`src/rtl/sram_8x512_arb.sv`:
```
// rtl/sram_8x512_arb.sv - two-requester round-robin front end for a 1-port SRAM
// Optional power-up clear, then one grant per cycle with 1-cycle read responses.
module sram_8x512_arb #(
    parameter int BITS       = 8,
    parameter int ADDR_WIDTH = 9,
    parameter int WORD_DEPTH = 512,
    parameter int INIT_CLEAR = 1
) (
    input  logic                  clk,
    input  logic                  reset_n,
    input  logic                  req0_v_i,
    input  logic                  req0_we_i,
    input  logic [ADDR_WIDTH-1:0] req0_addr_i,
    input  logic [BITS-1:0]       req0_wd_i,
    input  logic [BITS-1:0]       req0_mask_i,
    output logic                  req0_ready_o,
    input  logic                  req1_v_i,
    input  logic                  req1_we_i,
    input  logic [ADDR_WIDTH-1:0] req1_addr_i,
    input  logic [BITS-1:0]       req1_wd_i,
    input  logic [BITS-1:0]       req1_mask_i,
    output logic                  req1_ready_o,
    output logic                  rsp0_v_o,
    output logic                  rsp1_v_o,
    output logic [BITS-1:0]       rsp_data_o,
    output logic                  sram_ce_o,
    output logic                  sram_we_o,
    output logic [ADDR_WIDTH-1:0] sram_addr_o,
    output logic [BITS-1:0]       sram_wd_o,
    output logic [BITS-1:0]       sram_mask_o,
    input  logic [BITS-1:0]       sram_rd_i,
    output logic                  init_done_o
);

    typedef enum logic {
        INIT = 1'b0,
        RUN  = 1'b1
    } state_t;

    localparam state_t                RESET_STATE = (INIT_CLEAR != 0) ? INIT : RUN;
    localparam logic [ADDR_WIDTH-1:0] LAST_ADDR   = ADDR_WIDTH'(WORD_DEPTH - 1);

    state_t                state_q, state_d;
    logic [ADDR_WIDTH-1:0] init_cnt_q, init_cnt_d;
    logic                  last_grant_q, last_grant_d;
    logic                  rsp0_v_q, rsp0_v_d;
    logic                  rsp1_v_q, rsp1_v_d;
    logic                  grant0, grant1;

    // Reset is folded in so that nothing reaches the SRAM while reset_n is low.
    always_comb begin
        grant0 = 1'b0;
        grant1 = 1'b0;
        if (reset_n && (state_q == RUN)) begin
            if (req0_v_i && (!req1_v_i || last_grant_q)) begin
                grant0 = 1'b1;
            end else if (req1_v_i) begin
                grant1 = 1'b1;
            end
        end
    end

    always_comb begin
        sram_ce_o   = 1'b0;
        sram_we_o   = 1'b0;
        sram_addr_o = '0;
        sram_wd_o   = '0;
        sram_mask_o = '0;
        if (reset_n && (state_q == INIT)) begin
            sram_ce_o   = 1'b1;
            sram_we_o   = 1'b1;
            sram_addr_o = init_cnt_q;
            sram_mask_o = '1;
        end else if (grant0) begin
            sram_ce_o   = 1'b1;
            sram_we_o   = req0_we_i;
            sram_addr_o = req0_addr_i;
            sram_wd_o   = req0_wd_i;
            sram_mask_o = req0_mask_i;
        end else if (grant1) begin
            sram_ce_o   = 1'b1;
            sram_we_o   = req1_we_i;
            sram_addr_o = req1_addr_i;
            sram_wd_o   = req1_wd_i;
            sram_mask_o = req1_mask_i;
        end
    end

    always_comb begin
        state_d      = state_q;
        init_cnt_d   = init_cnt_q;
        last_grant_d = last_grant_q;
        rsp0_v_d     = grant0 && !req0_we_i;
        rsp1_v_d     = grant1 && !req1_we_i;
        if (state_q == INIT) begin
            init_cnt_d = init_cnt_q + 1'b1;
            if (init_cnt_q == LAST_ADDR) begin
                init_cnt_d = '0;
                state_d    = RUN;
            end
        end
        if (grant0) begin
            last_grant_d = 1'b0;
        end else if (grant1) begin
            last_grant_d = 1'b1;
        end
    end

    always_ff @(posedge clk or negedge reset_n) begin
        if (!reset_n) begin
            state_q      <= RESET_STATE;
            init_cnt_q   <= '0;
            last_grant_q <= 1'b1;
            rsp0_v_q     <= 1'b0;
            rsp1_v_q     <= 1'b0;
        end else begin
            state_q      <= state_d;
            init_cnt_q   <= init_cnt_d;
            last_grant_q <= last_grant_d;
            rsp0_v_q     <= rsp0_v_d;
            rsp1_v_q     <= rsp1_v_d;
        end
    end

    assign req0_ready_o = grant0;
    assign req1_ready_o = grant1;
    assign rsp0_v_o     = rsp0_v_q;
    assign rsp1_v_o     = rsp1_v_q;
    assign rsp_data_o   = sram_rd_i;
    assign init_done_o  = reset_n && (state_q == RUN);

endmodule

```
`config.mk`:
```
export PLATFORM = sky130hd
export DESIGN_NAME = sram_8x512_arb
export DESIGN_NICKNAME = d
export VERILOG_FILES = /design/src/rtl/sram_8x512_arb.sv
export SDC_FILE = /design/constraint.sdc
export NUM_CORES = 1
export LEC_CHECK = 0
export ABC_AREA = 1
export ABC_CLOCK_PERIOD_IN_PS = 1600
export CORE_MARGIN = 4
export CORE_UTILIZATION = 30
export CTS_CLUSTER_SIZE = 12
export DETAILED_ROUTE_END_ITERATION = 12
export GPL_TIMING_DRIVEN = 0
export PLACE_DENSITY_LB_ADDON = 0.25
export SLEW_MARGIN = 40
export SYNTH_ARGS = -nofsm -noshare
export SYNTH_HDL_FRONTEND = slang
export SYNTH_SLANG_ARGS = --single-unit
```
`constraint.sdc`:
```
create_clock -name clk -period 1.6 [get_ports clk]
set_input_delay 0.32 -clock clk [delete_from_list [all_inputs] [get_ports clk]]
set_output_delay 0.32 -clock clk [all_outputs]
set_load 0.005 [all_outputs]
```
==> impl_metrics.toml, run 1 <==
[status]
status = "finished with violations"
violations = "setup timing"

[worst_setup_path]
worstRegToRegCells = 7
worst_ep_arrival_time_ns = 1.66
crit_type = "register to output pin"
r2r_setup_slack_ns = 0.07
path_max_fanout = 5
r2r-start = "init_cnt_q[0]$_DFFE_PN0N_"
startpoint_type = "register"
endpoint_kind = "output pin"
regToRegEndpoint = "init_cnt_q[3]$_DFFE_PN0N_"
required_ns = 1.28

[pwr]
ir_drop_mv = 0.313
power_mw = 0.889
power.density_nw_per_um2 = 314
leakagePower_nw = 1.50

[timing]
fin_crit_sh = 1.24
finalSetupTns_ns = -8.01
setup_violations = 29
clock_skew_ns = 0.00301
rsz0062_at_grt = "yes"
max_freq_mhz = 505
hold_ws_ns = 0.0677
tightest_slew_ns = 0.552
hold_viol_final = 0
timing.slew.headroom = 0.630
maxSlewViolCount = 0
period_needed_ns = 1.98
setup_ws_ns = -0.380

[synth]
synth_area_leaders = "dfrtp_1 (24%), nand2_1 (24%), nand3_1 (6.7%)"
synth_area_sq_um = 1270
synth_warnings = 0
synth_area_leader_cell = "dfrtp_1"
synth_top_area_frac = 0.236
yosys_register_bits = 13
synthesis.nets = 256
netlist_instances = 190
yosys.cell_types.count = 25
ys_seq_area_frac = 0.257
syn_area_per_cell_sq_um = 6.70

[layout]
fin_nets = 391
stdcell_count = 374
areaGrowthSynthToFinish_pct = 123
antenna_cells = 0
stdcell_area_sq_um = 2830
fillers = 298
final_common_cell = "clkdlybuf4s50_1"
final_cell_mix = "clkdlybuf4s50_1 (63), nand2_1 (46), buf_6 (37), nand2_2 (35), buf_4 (21)"
drive_gt1_frac = 0.485

[clock_tree]
cts_tree = "built"
root_buffer = "clkbuf_8"
clkLatencyLatePin_ns = 0.24
clock_sinks = 13
htree_num_levels = 1
clockBufferDepth = 2
cts_buffers = 3
path_clk_slew_ns = 0.05

[global_routing]
grt_pass1_vias = 1690
grt_max_degree = 13
grt-ovfl-total = 0
track_usage = 0.186
grt_pass1_wl_mm = 7.74
antenna_found_initial = 0

[floorplanning]
start_util = 0.314
die_h_um = 73.1
core_region_area_sq_um = 4060
dieArea_sq_um = 5350
io_pins = 104
rows = 23
die_w_um = 73.1

[drt]
vias = 1766
dr.first_iter.drc_count = 47
wl_per_cell_um = 14.5
drc = 0
wl_met1_mm = 1.84
wl_mm = 5.42
postRouteAntennaNets = 0
dr.pass1.iters = 4
wl_met2_mm = 2.91
top_layer = "met4"
wl_met3_um = 530
viasPerCell = 4.72

[placed_design]
dpl-instance-area_sq_um = 2290
place_inst = 335
gp_congestion = 0.904
hpwl_mm = 3.49
port-buffer-count = 95

[job]
max-cap-violations = 0

[worst_hold_path]
hold_class = "primary input to async pin"
[registers in the layout, indices dropped and copies added, names as in the netlist]
name	flops
init_cnt_q	9
last_grant_q	1
rsp0_v_o	1
rsp1_v_o	1
state_q	1
[cell families after synthesis]
family / share of synthesized area
compound gates: 0.0197
fa+ha+maj: 0.0197
flops: 0.257
simple gates: 0.546
buf+inv: 0.158
[metrics by stage]
| step | setup slack [ns] | utilization |
|---|---|---|
| finish | -0.380 | 0.698 |
| global route | -0.436 | 0.698 |
| CTS | -0.401 | 0.651 |
| detailed placement | -1.39 | 0.563 |
| global placement | -1.37 | 0.563 |
| floorplan | 0.0486 | - |
[per-layer routing]
metal / global-route usage / vias to the layer above
li1: - / 859
met1: 0.194 / 811
met2: 0.357 / 82
met3: 0.0399 / 14
met4: 0.0697 / 0
met5: 0 / -
[cells in the mapped netlist (all sizes together)]
| library cell | instances |
|---|---|
| nand2 | 92 |
| nand3 | 25 |
| inv | 16 |
| nor2 | 15 |
| buf | 14 |
| dfrtp | 12 |
| nor3 | 5 |
| a21oi | 4 |
| ha | 2 |
| nand4 | 2 |
| dfstp | 1 |
| nor4 | 1 |
| o21ai | 1 |
[cell type report]
| cell class | count | area, sq um | share of cell area |
|---|---|---|---|
| Buffer | 13 | 123 | 0.0433 |
| Clock buffer | 4 | 45.0 | 0.0159 |
| Inverter | 16 | 70.1 | 0.0247 |
| Multi-Input combinational cell | 147 | 956 | 0.337 |
| Sequential cell | 13 | 327 | 0.115 |
| Tap cell | 50 | 62.6 | 0.0221 |
| Timing Repair Buffer | 131 | 1250 | 0.441 |
[power by group]
part	leakage, nW	switching, mW	internal, mW
sequential	0.164	0	0.329
combinational	1.32	0.0863	0.183
clock	0.0228	0.115	0.176
total	1.50	0.201	0.688
[worst max path at each step]
stage | from | end | cells past startpoint
floorplan | init_cnt_q[1]$_DFFE_PN0N_ | init_cnt_q[2]$_DFFE_PN0N_ | 7
global placement | reset_n | sram_mask_o[5] | 6
detailed placement | reset_n | sram_mask_o[3] | 6
CTS | last_grant_q$_DFFE_PN1P_ | sram_mask_o[6] | 10
global route | last_grant_q$_DFFE_PN1P_ | sram_wd_o[1] | 10
finish | last_grant_q$_DFFE_PN1P_ | sram_wd_o[1] | 10
[critical path, stage by stage (launching register included)]
cell and delay, ns:
dfstp_2 0.54, inv_2 0.03, nand2_2 0.06, nand2_4 0.08
nor2_8 0.16, buf_6 0.13, buf_6 0.10, buf_6 0.10
nand2_2 0.05, nand2_2 0.08, buf_6 0.10
[timing repair]
action | 4_1_cts | 5_1_grt
gates cloned | 2 | 0
hold buffers | 1 | 0
pin swaps | 22 | 8
resized for setup | 182 | 44
setup buffers | 28 | 8
endpoints found under the hold margin | 12 | 0
setup endpoints to repair | 39 | 37
No activity file was read; power rests on OpenSTA's default activity.
==> inputs of run 2 (changes only) <==
ABC_CLOCK_PERIOD_IN_PS = 2400   (was 1600)
CORE_UTILIZATION = 35   (was 30)
clock period = 2.4 ns   (was 1.6 ns; I/O delays follow)
==> impl_metrics.toml, run 2 (synthesis gave the netlist of run 1 again) <==
[floorplanning]
core_region_area_sq_um = 3420
start_util = 0.373
die_w_um = 68.3
die_h_um = 68.3
io_pins = 104
rows = 21
dieArea_sq_um = 4660

[pwr]
power_mw = 0.513
power.density_nw_per_um2 = 209
leakagePower_nw = 1.41
ir_drop_mv = 0.225

[timing]
maxSlewViolCount = 0
clock_skew_ns = 0.00779
max_freq_mhz = 441
rsz0062_at_grt = "no"
tightest_slew_ns = 0.432
hold_viol_final = 0
setup_ws_ns = 0.132
timing.slew.headroom = 0.711
period_needed_ns = 2.27
hold_ws_ns = 0.0592
fin_crit_sh = 0.945
setup_violations = 0

[clock_tree]
htree_num_levels = 1
root_buffer = "clkbuf_4"
clock_sinks = 13
clkLatencyLatePin_ns = 0.27
clockBufferDepth = 2
cts_buffers = 3
path_clk_slew_ns = 0.08
cts_tree = "built"

[status]
status = "finished, final reports clean"

[worst_setup_path]
cpMostUsedCell = "inv_1"
startpoint_type = "register"
cp_slowest_stage_delay_ns = 0.54
crit_type = "register to output pin"
worst_ep_arrival_time_ns = 1.79
path_max_fanout = 6
crit_slowest_cell = "dfstp_2"
endpoint_kind = "output pin"
crit_chain = "inv_1 -> nand2_2 -> nand2_4 -> nor2_8 -> inv_1 -> nand3_1 -> clkdlybuf4s50_1"
required_ns = 1.92

[layout]
fin_nets = 371
final_common_cell = "nand2_1"
seqCellArea_sq_um = 327
final_cell_mix = "nand2_1 (78), clkdlybuf4s50_1 (66), buf_4 (22), nand3_1 (17), dlygate4sd2_1 (16)"
largest_reg_flops = 9
top_register = "init_cnt_q"
areaGrowthSynthToFinish_pct = 92.5
multi_input_area_sq_um = 759
post-route-util = 0.717
drive_gt1_frac = 0.204
antenna_cells = 0
fillers = 295

[job]
max-cap-violations = 0

[global_routing]
antenna_found_initial = 0
grt_pass1_wl_mm = 5.95
grt-ovfl-total = 0
track_usage = 0.166
grt_pass1_vias = 1345
grt_max_degree = 16

[drt]
wl_mm = 4.33
vias = 1596
dr.first_iter.drc_count = 29
postRouteAntennaNets = 0
drc = 0
wl_per_cell_um = 12.4
viasPerCell = 4.56
dr.pass1.iters = 4

[placed_design]
port-buffer-count = 95
hpwl_mm = 3.32
post-place-ws_ns = -0.912
gp_congestion = 0.833

[worst_hold_path]
hold_class = "primary input to async pin"
==> run 2: repair_timing <==
| action | in CTS | in global routing |
|---|---|---|
| endpoints found under the hold margin | 0 | 0 |
| endpoints found under the setup margin | 30 | 13 |
| gates cloned | 0 | 1 |
| gates resized for setup | 27 | 15 |
| pin swaps | 1 | 2 |
| hold buffers | 0 | 0 |
| buffers inserted | 4 | 10 |
==> run 2: worst paths after layout <==
path,startpoint,to,slack (ns),depth (start not counted)
max,last_grant_q$_DFFE_PN1P_,sram_ce_o,0.13,7
min,reset_n,init_cnt_q[3]$_DFFE_PN0N_,0.06,1
max reg2reg,init_cnt_q[1]$_DFFE_PN0N_,init_cnt_q[3]$_DFFE_PN0N_,0.58,7
min reg2reg,init_cnt_q[8]$_DFFE_PN0N_,init_cnt_q[8]$_DFFE_PN0N_,0.54,2
max in group asynchronous,reset_n,last_grant_q$_DFFE_PN1P_,2.09,1
min in group clk,init_cnt_q[8]$_DFFE_PN0N_,init_cnt_q[8]$_DFFE_PN0N_,0.54,2
==> run 2: cell type report <==
| type | count | share of cell area |
|---|---|---|
| repair buffers | 110 | 0.440 |
| flip-flops and latches | 13 | 0.133 |
| well taps | 46 | 0.0235 |
| plain buffers | 14 | 0.0546 |
| inverters | 16 | 0.0276 |
| multi-input cells | 147 | 0.310 |
| clock buffers | 4 | 0.0107 |
==> run 2: routing by layer <==
layer  up-vias  part of all wire  global-route usage
met2        73              0.51               0.285
met3         6              0.11              0.0722
met1       698              0.37               0.196
met5         -                 0                   0
li1        819                 -                   -
met4         0            0.0055              0.0199
==> run 2: stage by stage <==
step                area (sq um)  std cells  TNS [ns]
finish                      2450        350         0
detailed placement          2280        331    -24.69
floorplan                   1270        190         0
CTS                         2330        339         0
global placement            2280        331    -23.74
global route                2450        350         0
==> run 2: worst max-delay path, delay by kind of cell (launching register included) <==
kind          cells  cell delay [ns]
buf+inv           3             0.64
flops             1             0.54
simple gates      4             0.34
==> run 2: power by group <==
group / internal [mW] / switching, mW / total [mW]
Sequential: 0.219 / 0 / 0.219
Combinational: 0.118 / 0.0452 / 0.163
Clock: 0.0643 / 0.0670 / 0.131
